===== src/rtl/shr_bounce.sv =====
// shr_bounce: N_BIT-wide universal shift register with a built-in step prescaler.
// It supports hold, parallel load, logical shift left/right, rotate left/right,
// arithmetic shift right, and a "bounce" mode that sweeps a pattern back and
// forth and reverses at either end. It can drive an LED bar straight from the
// system clock.
//
// Ports:
//   clk      system clock, rising edge
//   rst      synchronous reset, active-high
//   en       global enable; low freezes the register, direction and prescaler
//   mode     operation select:
//              000 hold, 001 load, 010 shl, 011 shr, 100 rol, 101 ror,
//              110 bounce, 111 asr
//   sin      serial input for the logical shift modes
//   pin      parallel load data
//   div      prescaler terminal value; one step every div+1 enabled cycles
//   pout     register contents
//   sout     serial output (combinational)
//   dir      current direction, 1 = towards MSB
//   tick     one-cycle pulse while pout shows a new step result
//   edge_hit one-cycle pulse, together with tick, when bounce reversed
module shr_bounce #(
  parameter int N_BIT = 8,
  parameter int DIV_W = 8
) (
  input  logic             clk,
  input  logic             rst,
  input  logic             en,
  input  logic [2:0]       mode,
  input  logic             sin,
  input  logic [N_BIT-1:0] pin,
  input  logic [DIV_W-1:0] div,
  output logic [N_BIT-1:0] pout,
  output logic             sout,
  output logic             dir,
  output logic             tick,
  output logic             edge_hit
);

  localparam logic [2:0] M_HOLD = 3'b000;
  localparam logic [2:0] M_LOAD = 3'b001;
  localparam logic [2:0] M_SHL  = 3'b010;
  localparam logic [2:0] M_SHR  = 3'b011;
  localparam logic [2:0] M_ROL  = 3'b100;
  localparam logic [2:0] M_ROR  = 3'b101;
  localparam logic [2:0] M_BNC  = 3'b110;
  localparam logic [2:0] M_ASR  = 3'b111;

  logic [N_BIT-1:0] pout_r;
  logic             dir_r;
  logic [DIV_W-1:0] cnt;
  logic             tick_r;
  logic             edge_r;

  logic             active;
  logic             step;
  logic [N_BIT-1:0] pout_nxt;
  logic             dir_nxt;
  logic             edge_nxt;

  // The prescaler only runs in modes that actually step. The >= comparison
  // lets a lowered div take effect at once, even if cnt is already past it.
  assign active = en && (mode != M_HOLD) && (mode != M_LOAD);
  assign step   = active && (cnt >= div);

  always_comb begin
    pout_nxt = pout_r;
    dir_nxt  = dir_r;
    edge_nxt = 1'b0;
    unique case (mode)
      M_SHL: begin pout_nxt = {pout_r[N_BIT-2:0], sin};           dir_nxt = 1'b1; end
      M_SHR: begin pout_nxt = {sin, pout_r[N_BIT-1:1]};           dir_nxt = 1'b0; end
      M_ROL: begin pout_nxt = {pout_r[N_BIT-2:0], pout_r[N_BIT-1]}; dir_nxt = 1'b1; end
      M_ROR: begin pout_nxt = {pout_r[0], pout_r[N_BIT-1:1]};     dir_nxt = 1'b0; end
      M_ASR: begin pout_nxt = {pout_r[N_BIT-1], pout_r[N_BIT-1:1]}; dir_nxt = 1'b0; end
      M_BNC: begin
        if (~|pout_r) begin
          // Nothing to move: value and direction stay, the step still ticks.
          pout_nxt = pout_r;
        end else if (&pout_r) begin
          // A full bar keeps its value; only the direction flips.
          dir_nxt  = ~dir_r;
          edge_nxt = 1'b1;
        end else if (dir_r && pout_r[N_BIT-1]) begin
          dir_nxt  = 1'b0;
          pout_nxt = {1'b0, pout_r[N_BIT-1:1]};
          edge_nxt = 1'b1;
        end else if (!dir_r && pout_r[0]) begin
          dir_nxt  = 1'b1;
          pout_nxt = {pout_r[N_BIT-2:0], 1'b0};
          edge_nxt = 1'b1;
        end else if (dir_r) begin
          pout_nxt = {pout_r[N_BIT-2:0], 1'b0};
        end else begin
          pout_nxt = {1'b0, pout_r[N_BIT-1:1]};
        end
      end
      default: begin
        pout_nxt = pout_r;
      end
    endcase
  end

  always_ff @(posedge clk) begin
    if (rst) begin
      pout_r <= '0;
      dir_r  <= 1'b1;
      cnt    <= '0;
      tick_r <= 1'b0;
      edge_r <= 1'b0;
    end else begin
      tick_r <= 1'b0;
      edge_r <= 1'b0;
      if (en && (mode == M_LOAD)) begin
        pout_r <= pin;
        cnt    <= '0;
      end else if (step) begin
        pout_r <= pout_nxt;
        dir_r  <= dir_nxt;
        cnt    <= '0;
        tick_r <= 1'b1;
        edge_r <= edge_nxt;
      end else if (active) begin
        cnt <= cnt + 1'b1;
      end
    end
  end

  always_comb begin
    unique case (mode)
      M_SHL, M_ROL:        sout = pout_r[N_BIT-1];
      M_SHR, M_ROR, M_ASR: sout = pout_r[0];
      default:             sout = dir_r ? pout_r[N_BIT-1] : pout_r[0];
    endcase
  end

  assign pout     = pout_r;
  assign dir      = dir_r;
  assign tick     = tick_r;
  assign edge_hit = edge_r;

endmodule


===== config.mk =====
export PLATFORM = sky130hd
export DESIGN_NAME = shr_bounce
export DESIGN_NICKNAME = d
export VERILOG_FILES = /design/src/rtl/shr_bounce.sv
export SDC_FILE = /design/constraint.sdc
export NUM_CORES = 1
export LEC_CHECK = 0
export ABC_AREA = 1
export CORE_UTILIZATION = 55
export CTS_CLUSTER_SIZE = 40
export DETAILED_ROUTE_END_ITERATION = 16
export PLACE_DENSITY = 0.85
export SKIP_CTS_REPAIR_TIMING = 1
export SYNTH_ARGS = -nofsm -noshare
export SYNTH_HDL_FRONTEND = slang
export SYNTH_SLANG_ARGS = --single-unit

===== constraint.sdc =====
create_clock -name clk -period 5 [get_ports clk]
set_input_delay 1.5 -clock clk [delete_from_list [all_inputs] [get_ports clk]]
set_output_delay 1.5 -clock clk [all_outputs]
set_load 0.005 [all_outputs]

# Word level (Yosys, flattened, before mapping)

Cells that the tools add are included.

Bits of input ports: 23
Register bits: 19
Output and inout bits: 12

$lt $le $gt $ge: 1
Eq/ne operators: 13
$add $sub $neg: 1
Bitwise gates (word level): 5
Muxes and demuxes: 19
Reductions and logical operators: 22

Operators by type and width:

| kind                  | count |
|---|---|
| $mux W8               | 7 |
| $pmux W8 S6           | 1 |
| $eq A3 B3 Y1 const B  | 4 |
| $reduce_and A5 Y1     | 2 |
| $mux W1               | 9 |
| $add A8 B1 Y8 const B | 1 |
| $ge A8 B8 Y1          | 1 |
| $reduce_and A8 Y1     | 1 |
| $reduce_or A8 Y1      | 1 |
| $reduce_bool A7 Y1    | 1 |
| $eq A3 B2 Y1 const B  | 2 |
| $logic_and A1 B1 Y1   | 6 |
| $ne A3 B3 Y1 const B  | 2 |
| $reduce_bool A3 Y1    | 2 |
| $reduce_bool A6 Y1    | 1 |
| $reduce_or A3 Y1      | 2 |
| $not A1 Y1            | 5 |
| $reduce_or A5 Y1      | 1 |
| $ne A2 B2 Y1 const B  | 2 |
| $ne A4 B4 Y1 const B  | 1 |
| $reduce_and A4 Y1     | 1 |
| $reduce_or A2 Y1      | 2 |
| $eq A3 B1 Y1 const B  | 1 |
| $ne A3 B1 Y1 const B  | 1 |
| other kinds (4)       | 4 |

# Depth between registers and ports, before layout

Word-level depth: 9
Mapped depth: 14
Gate-level depth less buffers: 14

# Worst setup path after synthesis

No wires, ideal clock.

Path type: input to output
From: input port mode[0]
To: output port sout
Slack: 1.438 ns
Stages on the path: 6
Path buffers: 1
Required time: 3.500 ns
Arrival time: 2.062 ns
Path through: buf_4 inv_4 nand2_1 o21ai_0 nand2_1 o211ai_1

Longest elaborated chain between the ends: 3

RTL lines:

| item                                                                         | RTL line | source |
|---|---|---|
| start, declared                                                              | 29       | `input logic [2:0] mode,` |
| $eq A3 B2 Y1 / $eq A3 B3 Y1 (equally long branches)                          | 130      | `unique case (mode)` |
| $reduce_or A3 Y1 (no source line) / $reduce_or A2 Y1 (equally long branches) | --       |  |
| $pmux W1 S2 *                                                                | 130      |  |
| end, declared                                                                | 34       | `output logic sout,` |

Mark *: on every way between the ends. The rest lies on a longest branch, timed or not.

# Worst setup path after layout

From: input port mode[2]
To: output port sout

The elaborated chain is that of the path after synthesis.

==> flow_summary.json <==
{
  "clkPwrFrac": 0.255,
  "drtIter0Drc": 81,
  "clockBufferDepth": 2,
  "ys_warn_count": 0,
  "crit_family": "buffers and inverters",
  "ys_seq_area_frac": 0.232,
  "drv_slew": 0,
  "synth_area_um2": 1640,
  "grt_pass1_vias": 1524,
  "wl_per_cell_um": 11.6,
  "placementRows": 19,
  "dpl.hpwl_um": 2860,
  "max-vdd-ir-drop_mv": 0.168,
  "rsz0062_at_grt": "false",
  "dieArea_um2": 3210,
  "synth_common_cells": "78 x nand2_1, 32 x nor2_1, 29 x nand3_1",
  "leakage_nw": 0.960,
  "pwr-share-comb": 0.262,
  "crit_buf_inv": 2,
  "cts_made_buffers": 3,
  "start_util": 0.590,
  "crit_cells": 6,
  "critical_path_class": "primary input to output pin",
  "synth_cells": 257,
  "endpoint_kind": "output pin",
  "postSynthAreaPerCell_um2": 6.39,
  "grt_pass1_wl_um": 6640,
  "seq_area_um2": 380,
  "slowest_delay_ps": 730,
  "tightest_slew_ps": 495,
  "crit_path_frequent_cell": "clkdlybuf4s50_1",
  "hold_violations": 0,
  "max_freq_ghz": 0.212,
  "status": "finished, final reports clean",
  "crit_path_top_delay_cell": "clkdlybuf4s50_1",
  "tritoncts": "done",
  "drt-vias-per-instance": 5.26,
  "synth.most_common_cell": "nand2_1",
  "cts-root-buf": "clkbuf_4",
  "synth_area_leaders": "dfxtp_1 23%, nand2_1 18%, nand3_1 8.8%",
  "area_growth_pct": 21.7,
  "portBuffers": 34,
  "fin_skew_ps": 4.00,
  "grt_max_degree": 27,
  "reg2regPathDepth": 10,
  "globalplace.congestion": 0.948,
  "fill_cells": 236,
  "cts_max_level": 1,
  "cp_max_fo": 8,
  "io_pins": 35,
  "diodes": 0,
  "setup.worst_path.start_class": "primary input",
  "arrival_ps": 3210,
  "layout-drive-gt1-share": 0.0903,
  "die_x_um": 56.6,
  "cp.required_ps": 3500,
  "period_share": 0.943,
  "yosysTopAreaCell": "dfxtp_1",
  "synth_cell_types": 33,
  "die_h_um": 56.6,
  "p_total_uw": 333,
  "fin_tns_setup_ps": 0,
  "grt_antenna_before_repair": 0,
  "slew_headroom": 0.670,
  "via_count": 1679,
  "grt_overflow": 0,
  "grt_usage": 0.262,
  "path_cells": "clkdlybuf4s50_1, nand3_1, o21ai_0, nand2_1, o211ai_1, clkdlybuf4s50_1",
  "syn_nets": 289,
  "holdCritPathClass": "flop to flop",
  "drc_errors": 0,
  "synth_flop_cell": "dfxtp_1",
  "p_int_uw": 225,
  "p_sw_uw": 107,
  "switching_share": 0.322,
  "fp.coreArea_um2": 2780,
  "synth_top_cell_area_share": 0.232,
  "setup_viol": 0,
  "wirelength_um": 3690,
  "synth_edf_count": 0,
  "min_period_ps": 4710,
  "nNetsFinal": 321,
  "path_clk_slew_ps": 120,
  "antenna_left": 0,
  "cap_viol_max_count": 0,
  "clock_sinks": 19,
  "multi_input_area_um2": 1070,
  "power.density_nw_per_um2": 167,
  "pwr-share-seq": 0.483,
  "hold_depth": 2,
  "first_pass_iters": 4,
  "ys_ff_latch": 19,
  "synth-async-reset-ratio": 0,
  "clk_latency_ps": 310
}
## logic make-up after synthesis
family / synth area share
AOI/OAI and AO/OA: 0.0861
buffers and inverters: 0.115
and+or+nand+nor: 0.472
xor gates and xnor gates: 0.0267
adders and majority gates: 0.0686
DFF: 0.232
## state kept, by name (all words and copies together) (netlist names)
name / count
pout: 8
cnt: 8
dir: 1
edge_hit: 1
tick: 1
## path summary, 6_finish.rpt
check	startpoint	end	slack [ps]
worst max-delay path	mode[2]	sout	290
worst max register to register	cnt[5]$_SDFFE_PP0P_	pout[6]$_SDFFE_PP0P_	3170
worst min-delay path	cnt[7]$_SDFFE_PP0P_	cnt[7]$_SDFFE_PP0P_	550
worst min register to register	cnt[7]$_SDFFE_PP0P_	cnt[7]$_SDFFE_PP0P_	550
## power by group through the flow
stage	logic [mW]	registers [mW]	clock network, mW
after global placement	0.0857	0.164	0
final	0.0870	0.161	0.0849
after detailed placement	0.0863	0.164	0
after floorplan	0.0560	0.163	0
after CTS	0.0871	0.161	0.0870
after global routing	0.0983	0.162	0.0926
## final cells by class
cell class	count	share of cell area
clock buffer	3	0.0113
timing repair buffer	35	0.174
tap	31	0.0194
inverter	31	0.0645
clock inverter	1	0.00376
sequential	19	0.190
multi-input combinational	199	0.537
## stage by stage
stage	worst slack [ps]	cells	util	hold slack [ps]	instance area [um^2]
2_1_floorplan	1440	257	-	483	1640
3_3_place_gp	298	315	0.708	512	1970
3_5_place_dp	298	315	0.708	523	1970
4_1_cts	288	319	0.718	556	2000
5_1_grt	153	319	0.718	577	2000
6_report	287	319	0.718	549	2000
## worst register-to-register path: cells and delay by family (launching register included)
kind / cells / cell delay, ps
adders and majority gates: 1 / 300
DFF: 1 / 370
and+or+nand+nor: 9 / 1080
## placed cells by master (no fill, tap or decap)
master,count
nand2_4,2
nor3_1,1
buf_4,1
nand2_1,78
o21ai_4,1
a21oi_1,14
or2_1,1
dfxtp_1,19
ha_1,9
xor2_1,4
nor2_2,1
nand2_2,1
o21ai_1,2
nand4_1,4
nand3_4,2
xnor2_1,1
nand2_8,1
a21o_1,1
clkdlybuf4s50_1,34
nor2_4,1
nor3_2,1
o21ai_0,6
nor2_1,32
o211ai_1,1
inv_2,2
nand3_1,29
nand3_2,4
clkbuf_4,3
clkinvlp_4,1
nor3b_1,1
inv_1,25
inv_4,3
nand4_4,1
inv_6,1
## metal layers
layer  track usage  vias to the layer above  wire length [um]
met4        0.0767                        0                52
met2         0.402                       47              1630
met1         0.361                      735              1760
met3        0.0645                        7               244
met5             0                        -                 0
li1              -                      890                 -
Note: power is estimated with default switching activity, not from simulation.
